===== src/rtl/downsizer.sv =====
// Wide-to-narrow width converter: accepts one wide word and replays it as up to
// RATIO narrow beats, least-significant slice first, with valid/ready on both sides.
module downsizer #(
  parameter int INP_DATA_WIDTH = 128,
  parameter int OUT_DATA_WIDTH = 32,
  parameter int RATIO          = INP_DATA_WIDTH / OUT_DATA_WIDTH,
  parameter int CNT_WIDTH      = $clog2(RATIO) + 1
) (
  input  logic                        clk,
  input  logic                        rstn,
  input  logic                        in_valid,
  output logic                        in_ready,
  input  logic [INP_DATA_WIDTH*8-1:0] in_data,
  input  logic [CNT_WIDTH-1:0]        in_beats,
  output logic                        out_valid,
  input  logic                        out_ready,
  output logic [OUT_DATA_WIDTH*8-1:0] out_data,
  output logic                        out_last,
  output logic [CNT_WIDTH-2:0]        out_idx
);

  localparam int OUT_W = OUT_DATA_WIDTH * 8;

  typedef enum logic {
    IDLE,
    SEND
  } state_e;

  state_e                      state_q, state_d;
  logic [CNT_WIDTH-1:0]        beat_cnt_q, beat_cnt_d;
  logic [CNT_WIDTH-1:0]        beats_q, beats_d;
  logic [RATIO-1:0][OUT_W-1:0] hold_q, hold_d;

  logic                        accept;
  logic [CNT_WIDTH-1:0]        beats_clamped;

  // A zero or oversized beat count means "send the whole word".
  assign beats_clamped = ((in_beats == '0) || (in_beats > CNT_WIDTH'(RATIO)))
                         ? CNT_WIDTH'(RATIO) : in_beats;

  assign out_valid = (state_q == SEND);
  assign out_idx   = beat_cnt_q[CNT_WIDTH-2:0];
  assign out_last  = out_valid && (beat_cnt_q == beats_q - CNT_WIDTH'(1));
  assign out_data  = out_valid ? hold_q[out_idx] : '0;

  // Ready again in the same cycle the last beat leaves, so words stream with
  // no bubble; held low while reset is asserted.
  assign in_ready  = !rstn && ((state_q == IDLE) || (out_valid && out_ready && out_last));
  assign accept    = in_valid && in_ready;

  // NOTE: every _d gets its hold value first so no path through this block
  // leaves a variable unassigned, which would otherwise infer a latch.
  always_comb begin
    state_d    = state_q;
    beat_cnt_d = beat_cnt_q;
    beats_d    = beats_q;
    hold_d     = hold_q;

    case (state_q)
      IDLE: ;
      SEND: begin
        if (out_ready) begin
          if (out_last) state_d = IDLE;
          else          beat_cnt_d = beat_cnt_q + CNT_WIDTH'(1);
        end
      end
      default: state_d = IDLE;
    endcase

    // A new word overrides the return to IDLE when it arrives on the last beat.
    if (accept) begin
      state_d    = SEND;
      beat_cnt_d = '0;
      beats_d    = beats_clamped;
      hold_d     = in_data;
    end
  end

  // NOTE: sequential state uses non-blocking assignments so every flop samples
  // pre-edge values regardless of process ordering. The wide hold register is
  // reset as well so out_data reads zero straight out of reset.
  always_ff @(posedge clk or posedge rstn) begin
    if (rstn) begin
      state_q    <= IDLE;
      beat_cnt_q <= '0;
      beats_q    <= '0;
      hold_q     <= '0;
    end else begin
      state_q    <= state_d;
      beat_cnt_q <= beat_cnt_d;
      beats_q    <= beats_d;
      hold_q     <= hold_d;
    end
  end

endmodule


===== config.mk =====
export PLATFORM = sky130hd
export DESIGN_NAME = downsizer
export DESIGN_NICKNAME = d
export VERILOG_FILES = /design/src/rtl/downsizer.sv
export SDC_FILE = /design/constraint.sdc
export NUM_CORES = 2
export LEC_CHECK = 0
export CAP_MARGIN = 25
export CORE_AREA = 4 4 498 500
export CTS_CLUSTER_DIAMETER = 200
export DETAILED_ROUTE_END_ITERATION = 16
export DIE_AREA = 0 0 502 504
export GPL_ROUTABILITY_DRIVEN = 0
export HOLD_SLACK_MARGIN = 0.06
export REMOVE_ABC_BUFFERS = 1
export SYNTH_ARGS = -nofsm -noshare
export SYNTH_HDL_FRONTEND = slang
export SYNTH_SLANG_ARGS = --single-unit

===== constraint.sdc =====
create_clock -name clk -period 45.5 [get_ports clk]
set_input_delay 4.55 -clock clk [delete_from_list [all_inputs] [get_ports clk]]
set_output_delay 4.55 -clock clk [all_outputs]
set_load 0.01 [all_outputs]

== Word-level counts from Yosys, hierarchy flattened ==
Cells that the tools add are included.

* Register bits after elaboration: 1,031
* Bits in latches: 0
* Bits in writable memories: 0
* Memory bits (read-only): 0
* Output and inout port bits: 261
* Memories kept: 0

* Add/sub/neg operators: 2
* $mul: 0
* Div/mod/pow operators: 0
* $lt $le $gt $ge: 2
* Equal/unequal tests: 2
* Shift-type cells: 0
* Mux-type cells: 12
* Bitwise operators: 1
* Reductions and logical operators: 12

{| class="wikitable"
|+ Operators with widths
! kind !! number
|-
| binary-select mux 256 bit (select 2 bit) || 1
|-
| two-way mux 256 bit || 2
|-
| two-way mux 3 bit || 5
|-
| logical AND 1 bit || 5
|-
| two-way mux 1 bit || 4
|-
| nonzero test 2 bit || 2
|-
| adder 3 x 1 -> 3 bit (second input constant) || 1
|-
| == test 3 bit || 1
|-
| greater-than comparator 3 bit (second input constant) || 1
|-
| zero test 3 bit || 1
|-
| < comparator 2 x 3 -> 1 bit (second input constant) || 1
|-
| AND reduction 3 bit || 1
|-
| subtractor 3 x 1 -> 3 bit (second input constant) || 1
|-
| logical OR 1 bit || 2
|-
| != test 2 x 1 -> 1 bit (second input constant) || 1
|-
| zero test 1 bit || 1
|-
| inverter 1 bit || 1
|}

== Logic depth before layout (Yosys ltp) ==
* Word-level depth: 9
* Gate-level depth with buffers: 9

== Least setup slack after synthesis ==
No wires, ideal clock.

* Path kind: input to output
* From: in out_ready
* To: out in_ready
* Arrival time: 4,852 ps
* Required time: 40,950 ps
* Path slack: 36,098 ps
* Stages on the path: 2
* Cell sequence: a41oi_1 -> nor2_1

* Longest elaborated chain between the ends: 4

{| class="wikitable"
|+ Ends and longest elaborated chain
! item !! RTL line !! source
|-
| start, declared || 16 || <nowiki>input logic out_ready,</nowiki>
|-
| logical AND 1 bit (2 in a row) || 48 || <nowiki>assign in_ready = !rstn && ((state_q == IDLE) || (out_valid && out_ready && out_last));</nowiki>
|-
| logical OR 1 bit || 48 ||
|-
| logical AND 1 bit || 48 ||
|-
| end, declared || 12 || <nowiki>output logic in_ready,</nowiki>
|}

Every way passes these cells.

== Worst setup path in the final report ==
Ends and elaborated chain as after synthesis.

==> impl.org <==
** Run status
- Status :: complete, no violations

** Global route
- For this run, the total global-route usage over all layers was measured as 0.150.
- Initial antenna violation count :: 107
- Remaining global-route overflow :: 0
- Entering global routing, the biggest net connects 156 pins.
- First-pass GRT wire length :: 268000 um
- Vias in the first global route :: between 30000 and 40000

** CTS
- Cts bufs inserted :: 120
- Post-CTS repair timing setup buffer count :: 0
- TritonCTS built the clock tree.
- The longest clock path from root to sink contains 3 buffers.
- The H-tree was split into 3 levels.
- Clk root buf :: sky130_fd_sc_hd__clkbuf_16
- Post-CTS clock slew at the launch and capture registers of the worst setup and hold paths :: about 0.060 ns
- Number of resized instances in the post-cts repair step :: 0
- Count of hold-fix buffers inserted at cts :: 0
- The clock drives between 1000 and 1500 sinks.
- The later pin in the worst-skew pair is clocked with a latency of 0.77 ns.

** Timing
- Total count of hold-check failures in the final report :: 0
- Total count of max-transition violations in the final report :: 0
- The clock arrives with 0.0436 ns of skew.
- At the pin with the least slew margin, the transition time is 1.07 ns.
- Based on the critical path, the design can be clocked at up to 89.1 MHz.
- Setup repair after global routing missed its margin :: no
- The clock period could shrink to 11.22 ns.
- Setup Viol. Count Final :: 0
- Share of the cycle needed by the critical path after routing :: 0.247
- Worst slew margin relative to its limit :: 0.286
- After routing, the total negative slack on setup checks comes to 0 ns.
- Minimum hold slack :: 0.484 ns

** Synthesis
- Of the synthesized area, sequential elements account for 0.560.
- Number of instances in the synthesized netlist :: ~2800
- Of the post-synthesis cell area, the dominant cell type holds 0.560.
- After synthesis the netlist holds a flip-flop and latch count of 1031.
- In this run the mean area of a mapped cell was 16.4 um^2.
- Number of synthesis warnings :: 0
- Cell taking the most area after synthesis :: sky130_fd_sc_hd__dfrtp_1
- Asr flop ratio synth :: 1.00
- Largest cells by area after synthesis :: sky130_fd_sc_hd__dfrtp_1 (56%), sky130_fd_sc_hd__mux2_2 (13%), sky130_fd_sc_hd__mux4_2 (13%)
- Area of the mapped netlist :: between 40000 and 50000 um^2
- Prevailing post-synth register cell :: sky130_fd_sc_hd__dfrtp_1
- Distinct cell type count after synthesis :: 28
- In this run, synthesis inferred 0 flip-flops with an integrated enable.

** Finish
- After the last flow step, the layout net total stands at 5102.
- Number of fillers in the final layout :: between 20000 and 25000
- Fraction of layout cells with a size suffix above 1 :: 0.252
- The area growth from synthesis to layout is 44.3%.

** Min path
- The tightest min-delay check is of the reg -> reg type.

** Worst setup path
- By startpoint and endpoint, the worst setup path is classified as in -> out.
- Required time of the critical path :: 40.95 ns
- Data arrives at the worst endpoint at roughly 6.7 ns.
- Along the worst path, the maximum fanout reaches 5.
- Kind of launch point of the worst setup path :: input port
- The worst setup path is captured at a primary output.

** Drt
- Final wirelength :: 195000 um
- Number of iterations in the first detailed-routing pass :: 4
- Post-DR vias/cell :: 4.08
- Initial drt markers :: 1749
- The detail route stage leaves a number of antenna-violating nets equal to 0.
- Top routing layer used :: met5
- DR vias :: 30100
- For this run, design rule violations remaining after detail routing come to 0.
- After detailed routing, the met3 layer carries roughly 21000 um of wire.
- In the detailed route, the total length drawn on met2 is 93400 um.
- Average wire length per cell after detail routing :: 26.4 um
- In the final routing, the length of wire on met1 measures 76800 um.

** Pwr
- Power density over cell area :: 74.6 nW/um^2
- IR Drop Worst-Case VDD :: 0.0000370 V
- For this design the static power due to leakage is 26.4 nW.

** Floorplanning
- Total I/O pin count :: about 1300
- The die is 504 um tall.
- In this run the core area contains 181 standard-cell rows.
- The total area inside the core boundary comes to 243000 um^2.
- Starting density of the core :: 0.190
- Die Footprint :: 253000 um^2
- Chip width :: between 500 and 600 um

** Place
- DP Wirelength :: 156000 um
- In this run the tool buffered the top-level ports with 1291 buffer cells.

** Run
- The tool flagged a number of max-cap violations equal to 0.
==> path summary, 6_finish.rpt <==
kind                                     from     endpoint  slack, ns  cells after the start
max in group asynchronous                rstn  hold_q[738]      36.23                     10
worst min-delay path              hold_q[751]  hold_q[751]       0.48                      1
min in group asynchronous                rstn  hold_q[916]       4.47                      2
worst max-delay path                out_ready     in_ready      34.28                      4
worst max register to register  beat_cnt_q[0]  hold_q[206]      38.31                      9
worst min register to register    hold_q[751]  hold_q[751]       0.48                      1
==> stage by stage <==
stage               worst slack (ns)   util  cell area, um^2  total power (W)  instances
global placement               34.16  0.257            62300          0.00401       7145
global route                   34.17  0.273            66500          0.00525       7369
CTS                            34.15  0.273            66400          0.00508       7361
detailed placement             34.15  0.257            62300          0.00406       7145
finish                         34.28  0.274            66500          0.00496       7390
floorplan                       1.90      -            45000          0.00347       2608
==> placed cells by master (no fill, tap or decap), drive strengths merged <==
cell type	netlist	layout
dfrtp	1031	1031
nand4	1	1
clkbuf	33	175
o221a	1	1
and3b	1	1
mux2i	1	1
inv	5	9
xnor3	1	1
a41oi	2	2
bufinv	0	9
clkdlybuf4s50	0	1291
clkinvlp	0	4
nand2	5	5
ha	3	3
nand3	1	1
nand2b	3	3
and2	256	256
nor2	4	4
xor2	2	2
xnor2	2	2
nor3b	3	3
diode	0	26
clkinv	0	24
or2	1	1
mux4	256	256
a31oi	2	2
o21ai	3	3
buf	170	47
mux2	1024	1024
==> synth_stat cells, drive strengths merged, types with 2 or more instances <==
cell and n:
a31oi 2, a41oi 2, and2 256, buf 170
clkbuf 33, dfrtp 1031, ha 3, inv 5
mux2 1024, mux4 256, nand2 5, nand2b 3
nor2 4, nor3b 3, o21ai 3, xnor2 2
xor2 2
==> final cells by class <==
type / count / area, um^2 / share of cell area
antenna: 26 / 65.1 / 0.000978
clock buffer: 175 / 3460 / 0.0520
clock inverter: 41 / 554 / 0.00833
inverter: 5 / 26.3 / 0.000395
multi-input combinational: 1572 / 19200 / 0.289
sequential: 1031 / 25800 / 0.388
tap: 3202 / 4010 / 0.0602
timing repair buffer: 1338 / 13400 / 0.201
==> cell families (layout without fill, tap and decap cells) <==
kind of cell	count (synthesis)	count (layout)	synth area share
other	0	26	0
buffers and inverters	208	1559	0.0243
DFF	1031	1031	0.560
AOI/OAI and AO/OA	8	8	0.00138
and+or+nand+nor	275	275	0.0369
adders and majority gates	3	3	0.000814
xor gates and xnor gates	5	5	0.00157
muxes	1281	1281	0.375
==> layer usage <==
layer  GRT usage  vias up
li1            -    12800
met1       0.179    15700
met2       0.250     1220
met3      0.0652      288
met4      0.0285       78
met5           0        -
==> worst max-delay path, stage by stage <==
cell and delay [ns]:
sky130_fd_sc_hd__clkdlybuf4s50_1 0.56, sky130_fd_sc_hd__a41oi_1 0.19, sky130_fd_sc_hd__nor2_1 0.67, sky130_fd_sc_hd__clkdlybuf4s50_1 0.68
==> flip-flops by register name (all words and copies together) (netlist names) <==
| name | flops |
|---|---|
| hold_q | 1024 |
| beat_cnt_q | 3 |
| beats_q | 3 |
| out_valid | 1 |
==> power by group <==
group / switching, W / internal [W]
logic: 0.00104 / 0.00126
registers: 0.000292 / 0.00139
clock network: 0.000409 / 0.000577
total: 0.00174 / 0.00322
No activity file was read; power rests on OpenSTA's default activity.
